File: src/rtl/rounding_pkg.sv
// Shared types for the rounding shift datapath: rounding-mode encoding and
// the width of the optional saturation event counter.
package rounding_pkg;

  typedef enum logic [1:0] {
    RND_TRUNC     = 2'd0,
    RND_HALF_UP   = 2'd1,
    RND_HALF_EVEN = 2'd2,
    RND_CEIL      = 2'd3
  } round_mode_e;

  localparam int SAT_CNT_W = 16;

endpackage

File: src/rtl/rounding_core.sv
// Combinational round-increment decision from the guard (half) bit, the sticky
// bit and the quotient LSB. Kept sign-agnostic so signed variants can reuse it.
module rounding_core
  import rounding_pkg::*;
(
  input  logic        q_lsb,
  input  logic        half,
  input  logic        sticky,
  input  round_mode_e mode,
  output logic        inc
);

  always_comb begin
    inc = 1'b0;
    unique case (mode)
      RND_TRUNC:     inc = 1'b0;
      RND_HALF_UP:   inc = half;
      RND_HALF_EVEN: inc = half && (sticky || q_lsb);
      RND_CEIL:      inc = half || sticky;
      default:       inc = 1'b0;
    endcase
  end

endmodule

File: src/rtl/rounding_shift_pipe.sv
// Two-stage valid/ready pipeline dividing by 2^shift with selectable rounding
// and saturation. Define ROUNDING_SAT_COUNT_EN to add the sat_count port.
module rounding_shift_pipe
  import rounding_pkg::*;
#(
  parameter int OUT_WIDTH = 32,
  parameter int MAX_SHIFT = 8,
  parameter int SHIFT_W   = $clog2(MAX_SHIFT + 1),
  parameter int IN_WIDTH  = OUT_WIDTH + MAX_SHIFT
) (
  input  logic                 clk,
  input  logic                 resetn,
  input  logic                 in_valid,
  output logic                 in_ready,
  input  logic [IN_WIDTH-1:0]  in_data,
  input  logic [SHIFT_W-1:0]   in_shift,
  input  logic [1:0]           in_mode,
  output logic                 out_valid,
  input  logic                 out_ready,
  output logic [OUT_WIDTH-1:0] out_data,
  output logic                 out_sat
`ifdef ROUNDING_SAT_COUNT_EN
  ,
  output logic [SAT_CNT_W-1:0] sat_count
`endif
);

  localparam logic [SHIFT_W-1:0] MAX_SH = SHIFT_W'(MAX_SHIFT);

  logic [SHIFT_W-1:0]   sh;
  logic [IN_WIDTH-1:0]  q;
  logic [MAX_SHIFT-1:0] half_bits;
  logic [MAX_SHIFT-1:0] sticky_bits;

  logic                 s1_valid;
  logic [IN_WIDTH-1:0]  s1_q;
  logic                 s1_half;
  logic                 s1_sticky;
  round_mode_e          s1_mode;
  logic                 s1_adv;

  logic                 s2_valid;
  logic                 inc;
  logic [IN_WIDTH:0]    r;
  logic                 sat;

  assign sh = (in_shift > MAX_SH) ? MAX_SH : in_shift;
  assign q  = in_data >> sh;

  // Bit gi is the half bit when sh == gi+1, and a sticky bit when sh > gi+1.
  generate
    for (genvar gi = 0; gi < MAX_SHIFT; gi++) begin : g_round_bits
      assign half_bits[gi]   = (sh == SHIFT_W'(gi + 1)) && in_data[gi];
      assign sticky_bits[gi] = (sh >  SHIFT_W'(gi + 1)) && in_data[gi];
    end
  endgenerate

  assign s1_adv   = !s2_valid || out_ready;
  assign in_ready = !s1_valid || s1_adv;

  always_ff @(posedge clk) begin
    if (!resetn) begin
      s1_valid  <= 1'b0;
      s1_q      <= '0;
      s1_half   <= 1'b0;
      s1_sticky <= 1'b0;
      s1_mode   <= RND_TRUNC;
    end else if (in_ready) begin
      s1_valid <= in_valid;
      if (in_valid) begin
        s1_q      <= q;
        s1_half   <= |half_bits;
        s1_sticky <= |sticky_bits;
        s1_mode   <= round_mode_e'(in_mode);
      end
    end
  end

  rounding_core u_core (
    .q_lsb  (s1_q[0]),
    .half   (s1_half),
    .sticky (s1_sticky),
    .mode   (s1_mode),
    .inc    (inc)
  );

  // One extra bit so an increment out of an all-ones quotient is still seen.
  assign r   = {1'b0, s1_q} + {{IN_WIDTH{1'b0}}, inc};
  assign sat = |r[IN_WIDTH:OUT_WIDTH];

  always_ff @(posedge clk) begin
    if (!resetn) begin
      s2_valid <= 1'b0;
      out_data <= '0;
      out_sat  <= 1'b0;
    end else if (s1_adv) begin
      s2_valid <= s1_valid;
      if (s1_valid) begin
        out_data <= sat ? {OUT_WIDTH{1'b1}} : r[OUT_WIDTH-1:0];
        out_sat  <= sat;
      end
    end
  end

  assign out_valid = s2_valid;

`ifdef ROUNDING_SAT_COUNT_EN
  always_ff @(posedge clk) begin
    if (!resetn) begin
      sat_count <= '0;
    end else if (out_valid && out_ready && out_sat && (sat_count != {SAT_CNT_W{1'b1}})) begin
      sat_count <= sat_count + 1'b1;
    end
  end
`endif

endmodule

File: config.mk
export PLATFORM = sky130hd
export DESIGN_NAME = rounding_shift_pipe
export DESIGN_NICKNAME = d
export VERILOG_FILES = /design/src/rtl/rounding_pkg.sv /design/src/rtl/rounding_core.sv /design/src/rtl/rounding_shift_pipe.sv
export SDC_FILE = /design/constraint.sdc
export NUM_CORES = 1
export LEC_CHECK = 0
export CAP_MARGIN = 20
export CORE_MARGIN = 2
export CORE_UTILIZATION = 55
export CTS_BUF_LIST = sky130_fd_sc_hd__clkbuf_8
export CTS_CLUSTER_SIZE = 12
export DETAILED_ROUTE_END_ITERATION = 6
export GPL_TIMING_DRIVEN = 0
export PLACE_DENSITY_LB_ADDON = 0.08
export SYNTH_ARGS = -nofsm -noshare
export SYNTH_HDL_FRONTEND = slang
export SYNTH_SLANG_ARGS = --single-unit
File: constraint.sdc
create_clock -name clk -period 3.59 [get_ports clk]
set_input_delay 0.5385 -clock clk [delete_from_list [all_inputs] [get_ports clk]]
set_output_delay 0.5385 -clock clk [all_outputs]
set_load 0.01 [all_outputs]
# ---- Yosys cells after proc, flatten, opt, wreduce, memory -nomap -nowiden
# Cells that the tools add are included.
dict set report totals {
  reg_bits 79
  input_bits 50
  output_inout_bits 35
  word_cells 62
}
dict set report op_classes {
  add_sub_neg 1
  magnitude_cmp 9
  eq_ne 11
  n_shift 1
  mux 3
  reduce_logical 29
}
# cell n
set op_table {}
lappend op_table {{$add A40 B1 Y41} 1}
lappend op_table {{$shr A40 B4 Y40} 1}
lappend op_table {{$mux W32} 1}
lappend op_table {{$logic_and A1 B1 Y1} 17}
lappend op_table {{$eq A4 B3 Y1 const B} 4}
lappend op_table {{$gt A4 B3 Y1 const B} 4}
lappend op_table {{$reduce_or A8 Y1} 2}
lappend op_table {{$reduce_or A9 Y1} 1}
lappend op_table {{$eq A4 B2 Y1 const B} 2}
lappend op_table {{$gt A4 B2 Y1 const B} 2}
lappend op_table {{$gt A4 B4 Y1 const B} 2}
lappend op_table {{$eq A2 B2 Y1 const B} 2}
lappend op_table {{$eq A4 B1 Y1 const B} 1}
lappend op_table {{$eq A4 B4 Y1 const B} 1}
lappend op_table {{$gt A4 B1 Y1 const B} 1}
lappend op_table {{$logic_or A1 B1 Y1} 4}
lappend op_table {{$mux W4} 1}
lappend op_table {{$pmux W1 S4} 1}
lappend op_table {{$reduce_and A2 Y1} 2}
lappend op_table {{$eq A2 B1 Y1 const B} 1}
lappend op_table {{$logic_not A1 Y1} 2}
lappend op_table {{$logic_not A2 Y1} 1}

# ---- Depth between registers and ports, before layout
dict set report depth {
  word_depth 6
  ltp_mapped 12
  ltp_nobuf 11
}

# ---- By module
# A second synthesis with hierarchy kept.
dict set report unflattened {
  hier_cells 627
  area_unflattened_um2 5600.4
}
# module instances cells_per_inst area_each_um2 seq_area_each_um2
set by_module_without_submodules {}
lappend by_module_without_submodules {rounding_shift_pipe 1 623 5574.1 1581.5}
lappend by_module_without_submodules {rounding_core 1 4 26.3 0.0}

# ---- Least setup slack after synthesis
# No wires, ideal clock.
dict set report synth_timing {
  kind {reg2reg}
  startpoint {register s1_half}
  endpoint {register out_data[10]}
  setup_time_ps 134
  arrival_ps 2518
  path_slack_ps 938
  stages_incl_launch_ff 13
  path_buffers 1
  period_less_slack_ps 2652
  path_cell_list {dfxtp_1 > o21ai_0 > nand2_1 > a22o_1 > ha_1 > ha_1 > nand4_1 > nor4_1 > nand3_1 > a2111o_1 > nand2_1 > clkbuf_1 > a31oi_1}
}
dict set report synth_between {
  elab_chain_cells 5
}
# element line
set synth_lines {}
lappend synth_lines {{start: declaration} rounding_shift_pipe.sv:37} ;# logic s1_half;
lappend synth_lines {{start signal: assignment} rounding_shift_pipe.sv:72} ;# s1_half <= |half_bits;
lappend synth_lines {{$logic_or A1 B1 Y1 or $logic_and A1 B1 Y1 (tied branches)} {rounding_core.sv:19, rounding_core.sv:18}}
lappend synth_lines {{$pmux W1 S4 *} rounding_core.sv:15} ;# unique case (mode)
lappend synth_lines {{$add A40 B1 Y41 *} rounding_shift_pipe.sv:88} ;# assign r = {1'b0, s1_q} + {{IN_WIDTH{1'b0}}, inc};
lappend synth_lines {{$reduce_or A9 Y1} rounding_shift_pipe.sv:89} ;# assign sat = |r[IN_WIDTH:OUT_WIDTH];
lappend synth_lines {{$mux W32 *} rounding_shift_pipe.sv:99} ;# out_data <= sat ? {OUT_WIDTH{1'b1}} : r[OUT_WIDTH-1:0];
lappend synth_lines {{end signal: assignment} rounding_shift_pipe.sv:99}
lappend synth_lines {{end: declaration} rounding_shift_pipe.sv:20} ;# output logic [OUT_WIDTH-1:0] out_data,
# Every way passes the cells marked *; elsewhere a longest branch is shown, timed or not.
# A chain may end at the register's enable or synchronous reset.

# ---- Worst setup path after layout
dict set report layout_timing {
  startpoint {register s1_half}
  endpoint {register out_data[13]}
}
# The elaborated chain is that of the path after synthesis.

==> summary.md <==
| Metric | Value |
|---|---|
| CTS tree | `built` |
| Max clock buf depth | `2` |
| Worst min path class | `flip-flop to flip-flop` |
| Power Density | `351 nW/um^2` |
| Ys Warns | `0` |
| Antenna violations before repair | `0` |
| DR vias/cell | `6.04` |
| I/O pin total | `85` |
| Number of fill cells in the layout | `824` |
| Mapped Area | `between 5000 and 6000 sq um` |
| Post-CTS Resized | `0` |
| Iteration-0 DRC Markers | `between 300 and 400` |
| Reg area | `~1600 sq um` |
| Share of cells above drive strength 1 | `0.0967` |
| VDD IR-drop max | `0.178 mV` |
| Synth unique cells | `54` |
| H-Tree Depth | `3` |
| Sequential share of the synthesized area | `0.290` |
| Crit path DAT | `3.45 ns` |
| Multi-input logic area | `3630 sq um` |
| Sink Count | `~80` |
| Nets | `about 800` |
| Smallest setup slack after layout | `0.356 ns` |
| Clock Latency Late Sink | `0.36 ns` |
| Relative slew margins | `0.439` |
| Post-route setup TNS | `0 ns` |
| Reg clk slew, reported paths | `~0.080 ns` |
| Pre-CTS setup slack | `0.191 ns` |
| Rows | `36` |
| Number of CTS-inserted buffers | `9` |
| IO buf count | `81` |
| Max-cap violations | `0` |
| R2R setup slack | `0.36 ns` |
| First-pass GRT wire length | `25400 um` |
| Crit path time final | `3.23 ns` |
| Syn_area_per_cell | `8.55 sq um` |
| Fmax | `0.309 GHz` |
| Post-CTS setup buffer count | `0` |
| Post-CTS Hold Buffers | `0` |
| Hold_ws | `0.479 ns` |
| Core area | `9680 sq um` |
| Measured slew at the worst slew-check pin | `0.835 ns` |
| Total congestion overflow | `0` |
| Crit. End Element | `flip-flop` |
| Cell taking the most area after synthesis | `dfxtp_1` |
| Mean routed wirelength per cell | `18.2 um` |
| Synth Flop Type | `dfxtp_1` |
| P_leak | `2.37 nW` |
| Die height | `104 um` |
| Unrepaired setup endpoints after global routing | `no` |
| Final hold vios | `0` |
| Clk_skew | `approximately 0.0070 ns` |
| Synth top area share | `0.290` |
| Max-slew violations | `0` |
| Initial Util | `0.562` |
| Yosys reg bits | `79` |
| CTS Root Cell | `clkbuf_8` |
| HPWL after detailed placement | `12500 um` |
| Syn nets | `689` |
| Pre-antenna DRT Iters | `5` |
| Crit-path max FO | `10` |
| Syn-to-layout area delta | `22.4%` |
| Die Wd | `104 um` |
| Via count | `5237` |
| Total Routing Usage GR | `0.295` |
| N_diodes | `0` |
| ANT nets after route | `0` |
| Crit start category | `flip-flop` |
| Synthesized instance count | `roughly 640` |
| Largest net degree at the start of global routing | `13` |
| DRC | `0` |
| Final Wtd Congestion | `~0.95` |
| Status | `finished clean` |
| Die Area | `10700 sq um` |
| Required @ worst endpoint | `3.81 ns` |
| Period utilization | `0.901` |
| EDFF count, synth | `0` |
| Final wirelength | `15800 um` |
| Post-synth ARST share | `0` |
| Largest cells by area after synthesis | `dfxtp_1 29%, mux2i_1 10%, mux4_2 6.2%` |
| Crit Path Class | `flip-flop to flip-flop` |
| Vias in the first global route | `5096` |
| Setup Viol. Count Final | `0` |
==> metal layers <==
layer / GRT usage / vias to the layer above / part of all wire
li1: - / 2544 / -
met1: 0.370 / 2468 / 0.44
met2: 0.506 / 186 / 0.48
met3: 0.0315 / 39 / 0.042
met4: 0.144 / 0 / 0.033
met5: 0 / - / 0
==> power by group <==
group	total (mW)	internal, mW	switching (mW)
sequential	0.998	0.940	0.0588
clock	0.766	0.465	0.301
combinational	0.578	0.283	0.295
==> worst max-delay path, stage by stage, from the launching register on <==
cell	delay (ns)
dfxtp_1	0.37
o21ai_0	0.10
nand2_1	0.06
a22o_1	0.12
ha_1	0.21
ha_1	0.22
nand4_1	0.22
nor4_1	0.47
nand3_1	0.13
a2111o_1	0.47
nand2_1	0.15
clkbuf_1	0.41
a31oi_1	0.16
==> synth_stat cells, types with 16 or more instances <==
cell type / count
nand2b_1: 23
o211ai_1: 21
mux2_2: 22
nor2_1: 19
a21boi_0: 33
nand2_1: 84
clkbuf_1: 37
a31oi_1: 32
mux2i_1: 57
nand3_1: 16
o21ai_0: 50
dfxtp_1: 79
==> cells by family (layout without fill, tap and decap cells) <==
logic type | Yosys count | count (layout) | share of synthesized area
AND/OR/NAND/NOR | 202 | 202 | 0.190
AO/OA/AOI/OAI | 176 | 176 | 0.213
multiplexers | 94 | 94 | 0.212
flip-flops | 79 | 79 | 0.290
buffers and inverters | 55 | 152 | 0.0436
XOR/XNOR | 29 | 29 | 0.0466
adder cells (fa/ha/maj) | 2 | 2 | 0.00459
==> stage by stage <==
stage	total power [mW]	instances	utilization	instance area, sq um
after floorplan	1.35	637	-	5450
after global placement	1.57	851	0.663	6420
after detailed placement	1.59	851	0.663	6420
after CTS	2.35	867	0.688	6670
after global routing	2.45	867	0.688	6670
final	2.34	867	0.688	6670
==> sequential cells by signal, summed over array words and instances (netlist names) <==
signal,cells
out_data,32
out_sat,1
out_valid,1
s1_half,1
s1_mode,2
s1_q,40
s1_sticky,1
s1_valid,1
==> cell usage in the layout (no fill, tap or decap), types with 3 or more instances in the layout <==
cell             Yosys  final
mux2i_1             57     57
mux4_2              15     15
a21oi_1             10     10
inv_1                5      6
o21ai_0             50     50
a22oi_1              6      6
xnor2_1             14     14
nand2b_1            23     23
buf_6                3      3
buf_2                7      7
clkdlybuf4s50_1      0     81
a211oi_1             3      3
dfxtp_1             79     79
nor2b_1             15     15
and4_1               3      3
nor2_1              19     19
mux2_2              22     22
nand2_1             84     84
a21boi_0            33     33
nor3_1               7      7
or3_1                3      3
and3_1               4      4
o211ai_1            21     21
nand4_1             15     15
xor2_1              15     15
and2_1               3      3
clkbuf_1            37     37
a31oi_1             32     32
clkbuf_8             0     13
buf_1                3      3
nand3_1             16     16
==> cell type report <==
cell class | count | area share
buffer | 50 | 0.0328
clock buffer | 13 | 0.0268
clock inverter | 3 | 0.00957
inverter | 5 | 0.00282
multi-input combinational | 503 | 0.544
sequential | 79 | 0.237
tap | 133 | 0.0250
timing repair buffer | 81 | 0.122
==> path summary, 6_finish.rpt <==
path / startpoint / endpoint / cells after the start
setup / recovery: s1_half$_SDFFE_PN0P_ / out_data[13]$_SDFFE_PN0P_ / 12
hold / removal: s1_mode[1]$_SDFFE_PN0P_ / s1_mode[1]$_SDFFE_PN0P_ / 2
setup reg to reg: s1_half$_SDFFE_PN0P_ / out_data[13]$_SDFFE_PN0P_ / 12
hold reg to reg: s1_mode[1]$_SDFFE_PN0P_ / s1_mode[1]$_SDFFE_PN0P_ / 2
(Power assumes the default switching activity.)
